<file path="config.mk">
export PLATFORM = sky130hd
export DESIGN_NAME = rx_mac_discard_stats_flat
export DESIGN_NICKNAME = d
export VERILOG_FILES = /design/src/rtl/rx_mac_discard_stats_if.sv /design/src/rtl/rx_mac_discard_stats.sv /design/src/flat_wrapper.sv
export SDC_FILE = /design/constraint.sdc
export NUM_CORES = 1
export LEC_CHECK = 0
export ABC_AREA = 1
export BUFFER_PORTS_ARGS = -buffer_cell sky130_fd_sc_hd__buf_2
export CAP_MARGIN = 20
export CORE_MARGIN = 8
export CORE_UTILIZATION = 30
export CTS_BUF_LIST = sky130_fd_sc_hd__clkbuf_8
export DETAILED_ROUTE_END_ITERATION = 7
export HOLD_SLACK_MARGIN = 0.02
export PLACE_DENSITY = 0.47
export SLEW_MARGIN = 30
export SYNTH_ARGS = -nofsm -noshare
export SYNTH_HDL_FRONTEND = slang
export SYNTH_SLANG_ARGS = --single-unit
</file>
<file path="constraint.sdc">
create_clock -name clk -period 9 [get_ports clk]
set_input_delay 0.9 -clock clk [delete_from_list [all_inputs] [get_ports clk]]
set_output_delay 0.9 -clock clk [all_outputs]
set_load 0.005 [all_outputs]
</file>
<file path="src/rtl/rx_mac_discard_stats_if.sv">
// Bundles the discard MVB input and the MI slave bus of rx_mac_discard_stats.
interface rx_mac_discard_stats_if #(
    parameter int REGIONS       = 4,
    parameter int MI_ADDR_WIDTH = 32
);
    logic [REGIONS-1:0]       mvb_data;
    logic [REGIONS-1:0]       mvb_vld;
    logic                     mvb_src_rdy;
    logic [31:0]              mi_dwr;
    logic [MI_ADDR_WIDTH-1:0] mi_addr;
    logic [3:0]               mi_be;
    logic                     mi_rd;
    logic                     mi_wr;
    logic                     mi_ardy;
    logic [31:0]              mi_drd;
    logic                     mi_drdy;

    modport master (
        output mvb_data, mvb_vld, mvb_src_rdy,
        output mi_dwr, mi_addr, mi_be, mi_rd, mi_wr,
        input  mi_ardy, mi_drd, mi_drdy
    );

    modport slave (
        input  mvb_data, mvb_vld, mvb_src_rdy,
        input  mi_dwr, mi_addr, mi_be, mi_rd, mi_wr,
        output mi_ardy, mi_drd, mi_drdy
    );
endinterface

</file>
<file path="src/rtl/rx_mac_discard_stats.sv">
// Per-channel RX discard statistics: saturating frame/discard counters behind
// an MI register window with atomic snapshot and clear commands.
module rx_mac_discard_stats #(
    parameter int REGIONS       = 4,
    parameter int CNT_WIDTH     = 48,
    parameter int MI_DATA_WIDTH = 32,
    parameter int MI_ADDR_WIDTH = 32
) (
    input  logic                   clk,
    input  logic                   rst,
    rx_mac_discard_stats_if.slave  bus
);
    localparam int IW = $clog2(REGIONS + 1);

    logic [IW-1:0]            pc_tot, pc_dis;
    logic [IW-1:0]            inc_tot, inc_dis;
    logic [CNT_WIDTH-1:0]     tot_cnt, dis_cnt;
    logic [CNT_WIDTH-1:0]     snap_tot, snap_dis;
    logic                     snap_vld;
    logic [63:0]              snap_tot_x, snap_dis_x;
    logic [2:0]               idx;
    logic                     wr_ctrl, do_snap, do_clr;
    logic [MI_DATA_WIDTH-1:0] rd_data;
    logic                     unused;

    function automatic logic [CNT_WIDTH-1:0] sat_add(input logic [CNT_WIDTH-1:0] a,
                                                     input logic [IW-1:0] b);
        logic [CNT_WIDTH:0] s;
        s = {1'b0, a} + (CNT_WIDTH+1)'(b);
        return s[CNT_WIDTH] ? '1 : s[CNT_WIDTH-1:0];
    endfunction

    // A discard flag only counts when its region also carries a valid frame.
    always_comb begin
        pc_tot = '0;
        pc_dis = '0;
        for (int i = 0; i < REGIONS; i++) begin
            pc_tot = pc_tot + IW'(bus.mvb_vld[i]);
            pc_dis = pc_dis + IW'(bus.mvb_vld[i] & bus.mvb_data[i]);
        end
    end

    assign idx     = bus.mi_addr[4:2];
    assign wr_ctrl = bus.mi_wr && (idx == 3'd0) && bus.mi_be[0];
    assign do_snap = wr_ctrl && bus.mi_dwr[0];
    assign do_clr  = wr_ctrl && bus.mi_dwr[1];

    always_ff @(posedge clk or posedge rst) begin
        if (rst) begin
            inc_tot <= '0;
            inc_dis <= '0;
        end else begin
            inc_tot <= bus.mvb_src_rdy ? pc_tot : '0;
            inc_dis <= bus.mvb_src_rdy ? pc_dis : '0;
        end
    end

    // Clear wins over the pending stage-2 add; stage 1 keeps flowing.
    always_ff @(posedge clk or posedge rst) begin
        if (rst) begin
            tot_cnt <= '0;
            dis_cnt <= '0;
        end else if (do_clr) begin
            tot_cnt <= '0;
            dis_cnt <= '0;
        end else begin
            tot_cnt <= sat_add(tot_cnt, inc_tot);
            dis_cnt <= sat_add(dis_cnt, inc_dis);
        end
    end

    always_ff @(posedge clk or posedge rst) begin
        if (rst) begin
            snap_tot <= '0;
            snap_dis <= '0;
            snap_vld <= 1'b0;
        end else if (do_snap) begin
            snap_tot <= tot_cnt;
            snap_dis <= dis_cnt;
            snap_vld <= 1'b1;
        end
    end

    assign snap_tot_x = 64'(snap_tot);
    assign snap_dis_x = 64'(snap_dis);

    always_comb begin
        rd_data = '0;
        case (idx)
            3'd0:    rd_data = MI_DATA_WIDTH'(snap_vld);
            3'd1:    rd_data = snap_tot_x[31:0];
            3'd2:    rd_data = snap_tot_x[63:32];
            3'd3:    rd_data = snap_dis_x[31:0];
            3'd4:    rd_data = snap_dis_x[63:32];
            default: rd_data = '0;
        endcase
    end

    assign bus.mi_ardy = bus.mi_rd | bus.mi_wr;

    // Read data is sampled before this cycle's write lands, so RD+WR returns the old value.
    always_ff @(posedge clk or posedge rst) begin
        if (rst) begin
            bus.mi_drdy <= 1'b0;
            bus.mi_drd  <= '0;
        end else begin
            bus.mi_drdy <= bus.mi_rd;
            if (bus.mi_rd)
                bus.mi_drd <= rd_data;
        end
    end

    assign unused = ^{bus.mi_addr[MI_ADDR_WIDTH-1:5], bus.mi_addr[1:0],
                      bus.mi_dwr[31:2], bus.mi_be[3:1]};
endmodule

</file>
<file path="src/flat_wrapper.sv">
// flat-port wrapper written by rule: the top's interface ports become plain ports
module rx_mac_discard_stats_flat 
#(
    parameter int REGIONS       = 4,
    parameter int CNT_WIDTH     = 48,
    parameter int MI_DATA_WIDTH = 32,
    parameter int MI_ADDR_WIDTH = 32
)
  (clk, rst, bus_mvb_data, bus_mvb_vld, bus_mvb_src_rdy, bus_mi_dwr, bus_mi_addr, bus_mi_be, bus_mi_rd, bus_mi_wr, bus_mi_ardy, bus_mi_drd, bus_mi_drdy);
  rx_mac_discard_stats_if #(.REGIONS(REGIONS), .MI_ADDR_WIDTH(MI_ADDR_WIDTH)) bus_i ();
  input  logic clk;
  input  logic rst;
  input wire logic [$bits(bus_i.mvb_data)-1:0] bus_mvb_data;
  input wire logic [$bits(bus_i.mvb_vld)-1:0] bus_mvb_vld;
  input wire logic [$bits(bus_i.mvb_src_rdy)-1:0] bus_mvb_src_rdy;
  input wire logic [$bits(bus_i.mi_dwr)-1:0] bus_mi_dwr;
  input wire logic [$bits(bus_i.mi_addr)-1:0] bus_mi_addr;
  input wire logic [$bits(bus_i.mi_be)-1:0] bus_mi_be;
  input wire logic [$bits(bus_i.mi_rd)-1:0] bus_mi_rd;
  input wire logic [$bits(bus_i.mi_wr)-1:0] bus_mi_wr;
  output wire logic [$bits(bus_i.mi_ardy)-1:0] bus_mi_ardy;
  output wire logic [$bits(bus_i.mi_drd)-1:0] bus_mi_drd;
  output wire logic [$bits(bus_i.mi_drdy)-1:0] bus_mi_drdy;
  assign bus_i.mvb_data = bus_mvb_data;
  assign bus_i.mvb_vld = bus_mvb_vld;
  assign bus_i.mvb_src_rdy = bus_mvb_src_rdy;
  assign bus_i.mi_dwr = bus_mi_dwr;
  assign bus_i.mi_addr = bus_mi_addr;
  assign bus_i.mi_be = bus_mi_be;
  assign bus_i.mi_rd = bus_mi_rd;
  assign bus_i.mi_wr = bus_mi_wr;
  assign bus_mi_ardy = bus_i.mi_ardy;
  assign bus_mi_drd = bus_i.mi_drd;
  assign bus_mi_drdy = bus_i.mi_drdy;
  rx_mac_discard_stats #(.REGIONS(REGIONS), .CNT_WIDTH(CNT_WIDTH), .MI_DATA_WIDTH(MI_DATA_WIDTH), .MI_ADDR_WIDTH(MI_ADDR_WIDTH)) u_core (.clk(clk), .rst(rst), .bus(bus_i));
endmodule
</file>
==> results.yml <==
floorplan:
  die_area_um2: 48400
  die_h_um: 220
  start_util_pct: 30.5
  coreArea_um2: 40900
  io_pins: 115
  die_w_um: 220
  rows: 74
clock_network:
  clockBufferDepth: 3
  cts.sinks: 232
  path_clk_slew_ns: 0.06
  cts-hold-fix-buffers: 0
  post_cts_buffers: 0
  cts_root_buffer: "clkbuf_8"
  cts-buffers-inserted: 42
  cts_tree: "yes"
  clkLatencyLatePin_ns: 0.56
  cts_resized: 0
  cts.htree.levels: 2
synth:
  synth-seq-cells: 232
  synth-seq-area-share_pct: 46.5
  syn_avg_cell_area_um2: 7.58
  ys_warn_count: 0
  synth_edf_count: 0
  synth_ff_type: "dfrtp_1"
  async_reset_ff_share_pct: 100
  synth_cell_types: 36
  syn_inst: 1646
  syn-num-nets: 1741
  syn_area_um2: 12500
final_layout:
  area_delta_synth_final_pct: 12.3
  drive_gt1_share_pct: 11.6
  diodes: 0
  final_util_pct: 34.2
  nets: 1792
  instances_no_fill: 2258
route:
  totalWireLength_um: 39200
  wl_per_cell_um: 17.3
  vias: 10656
  drc: 0
  drt_iter0_markers: 840
  ant_nets: 0
  vias_per_cell: 4.72
  drt_first_pass_iters: 5
global_route:
  antenna_found_initial: 0
  grt_overflow: 0
  grt_max_degree: 110
  track_usage_pct: 16.3
  grt_pass1_vias: 10428
  grt_pass1_wl_um: 61000
timing:
  period_minus_slack_ns: 2.87
  slew_violations: 0
  grt_setup_unrepaired: "no"
  fin_skew_ns: 0.0238
  setup_violations: 0
  worst_pin_slew_ns: 0.871
  layout_setup_ws_ns: 6.13
  fin_crit_sh_pct: 31.8
  relSlewSlack_pct: 41.9
  fin_tns_setup_ns: 0
  finalHoldViolCount: 0
  max_freq_mhz: 349
critical_path:
  critical_path.startpoint_type: "input pin"
  arrival_ns: 3.25
  crit_path_end_kind: "flip-flop"
  slowest_stage: "inv_2"
  critPathKind: "in -> reg"
  crit_required_ns: 9.39
  crit_chain: "buf_2, nor4_4, buf_4, nand2_2, buf_4, inv_2, buf_4, a21oi_1"
  critical-path-max-stage-delay_ns: 0.59
  cpMostUsedCell: "buf_4"
  cp_max_fo: 54
placed_design:
  dp.cells: 2185
  routabilityCongestion: 0.876
  dpl_worst_slack_ns: 5.61
  dp_hpwl_um: 28500
  portBuffers: 52
pwr:
  leakagePower_nw: 6.89
  power_frac_comb_pct: 16.3
  p_int_w: 0.00195
  fin_total_pwr_w: 0.00284
  clockPowerShare_pct: 35.7
  sw_frac_of_total_pct: 31.5
  ir_worst_vdd_uv: 79.0
  switchingPower_w: 0.000894
  p_seq_share_pct: 48.0
  power_density_nw_per_um2: 203
min_path:
  holdCritPathClass: "reg -> reg"
job:
  drv_cap: 0
status:
  status: "completed"
==> sequential cells by signal (all words and copies together), names as in the netlist <==
| name | cells |
|---|---|
| u_core.snap_vld | 1 |
| u_core.snap_dis | 48 |
| u_core.snap_tot | 48 |
| u_core.tot_cnt | 48 |
| u_core.bus.mi_drdy | 1 |
| u_core.bus.mi_drd | 32 |
| u_core.dis_cnt | 48 |
| u_core.inc_tot | 3 |
| u_core.inc_dis | 3 |
==> area by class of cell <==
class / instances / area, µm²
fillers: 4424 / 26900
clock buffers: 54 / 743
repair buffers: 61 / 332
inverters: 183 / 697
well taps: 532 / 666
flip-flops and latches: 232 / 5810
multi-input cells: 1177 / 5670
clock inverters: 19 / 103
==> through the flow <==
stage	hold slack [ns]	instance area (µm²)
2_1_floorplan	0.435	12500
5_1_grt	0.486	14000
4_1_cts	0.474	14000
3_3_place_gp	0.457	13200
6_report	0.472	14000
3_5_place_dp	0.460	13200
==> layer usage <==
metal | wire length, µm | up-vias | GRT usage [%] | part of all wire, %
met5 | 0 | - | 0 | 0
met4 | 916 | 0 | 4.77 | 2.3
met3 | 2150 | 50 | 2.74 | 5.5
met2 | 17100 | 256 | 25.1 | 44
met1 | 19000 | 5031 | 23.3 | 49
li1 | - | 5319 | - | -
==> cells in the mapped netlist, types with 10 or more instances <==
cell type  number  share of area (%)
a22o_1         17                1.2
clkbuf_1       27               0.81
a21oi_2        27                1.9
nand2_1       593                 18
a21oi_1        13               0.52
nor2_2         13               0.65
ha_1           10                1.0
nand3_1       122                4.9
buf_6          13                1.2
o21ai_0        37                1.5
dfrtp_1       232                 47
o21ai_1        53                2.1
xor2_1         33                2.3
inv_1         181                5.4
nor2_1        161                4.8
nand2_2        11               0.55
nand4_1        48                2.4
nand3_2        13                1.0
==> cells in the final DEF, fill, tap and decap left out, types with 37 or more instances in the layout <==
| cell type | synthesis | routed |
|---|---|---|
| o21ai_1 | 53 | 53 |
| buf_2 | 9 | 52 |
| nand3_1 | 122 | 122 |
| clkbuf_8 | 0 | 54 |
| inv_1 | 181 | 195 |
| o21ai_0 | 37 | 37 |
| dfrtp_1 | 232 | 232 |
| nor2_1 | 161 | 161 |
| nand4_1 | 48 | 48 |
| nand2_1 | 593 | 591 |
==> worst max-delay path: cells and delay by family <==
family | cells | cell delay [ns]
simple gates | 2 | 0.32
buf+inv | 5 | 1.89
compound gates | 1 | 0.08
==> worst paths after layout <==
kind | from | endpoint | slack, ns | depth (start not counted)
worst min register to register | u_core.bus.mi_drd[22] | u_core.bus.mi_drd[22] | 0.47 | 2
worst min-delay path | u_core.bus.mi_drd[22] | u_core.bus.mi_drd[22] | 0.47 | 2
worst max register to register | u_core.tot_cnt[0] | u_core.tot_cnt[40] | 6.46 | 10
max in group asynchronous | rst | u_core.dis_cnt[22] | 7.16 | 3
min in group asynchronous | rst | u_core.tot_cnt[47] | 0.50 | 2
worst max-delay path | bus_mi_addr[3] | u_core.dis_cnt[12] | 6.13 | 8
==> kinds of logic (layout without fill, tap and decap cells) <==
group,count (synthesis),in the layout,share of synthesized area [%]
compound gates,152,152,7.49
xor+xnor,35,35,2.46
fa+ha+maj,14,14,1.64
buf+inv,237,317,8.11
flops,232,232,46.5
simple gates,976,976,33.8
==> power by group through the flow <==
stage	clock network, W	logic [W]	registers (W)
global placement	0	0.000456	0.00138
detailed placement	0	0.000465	0.00138
CTS	0.00105	0.000469	0.00136
global route	0.00110	0.000534	0.00139
floorplan	0	0.000358	0.00132
finish	0.00101	0.000464	0.00136
(Power assumes the default switching activity.)
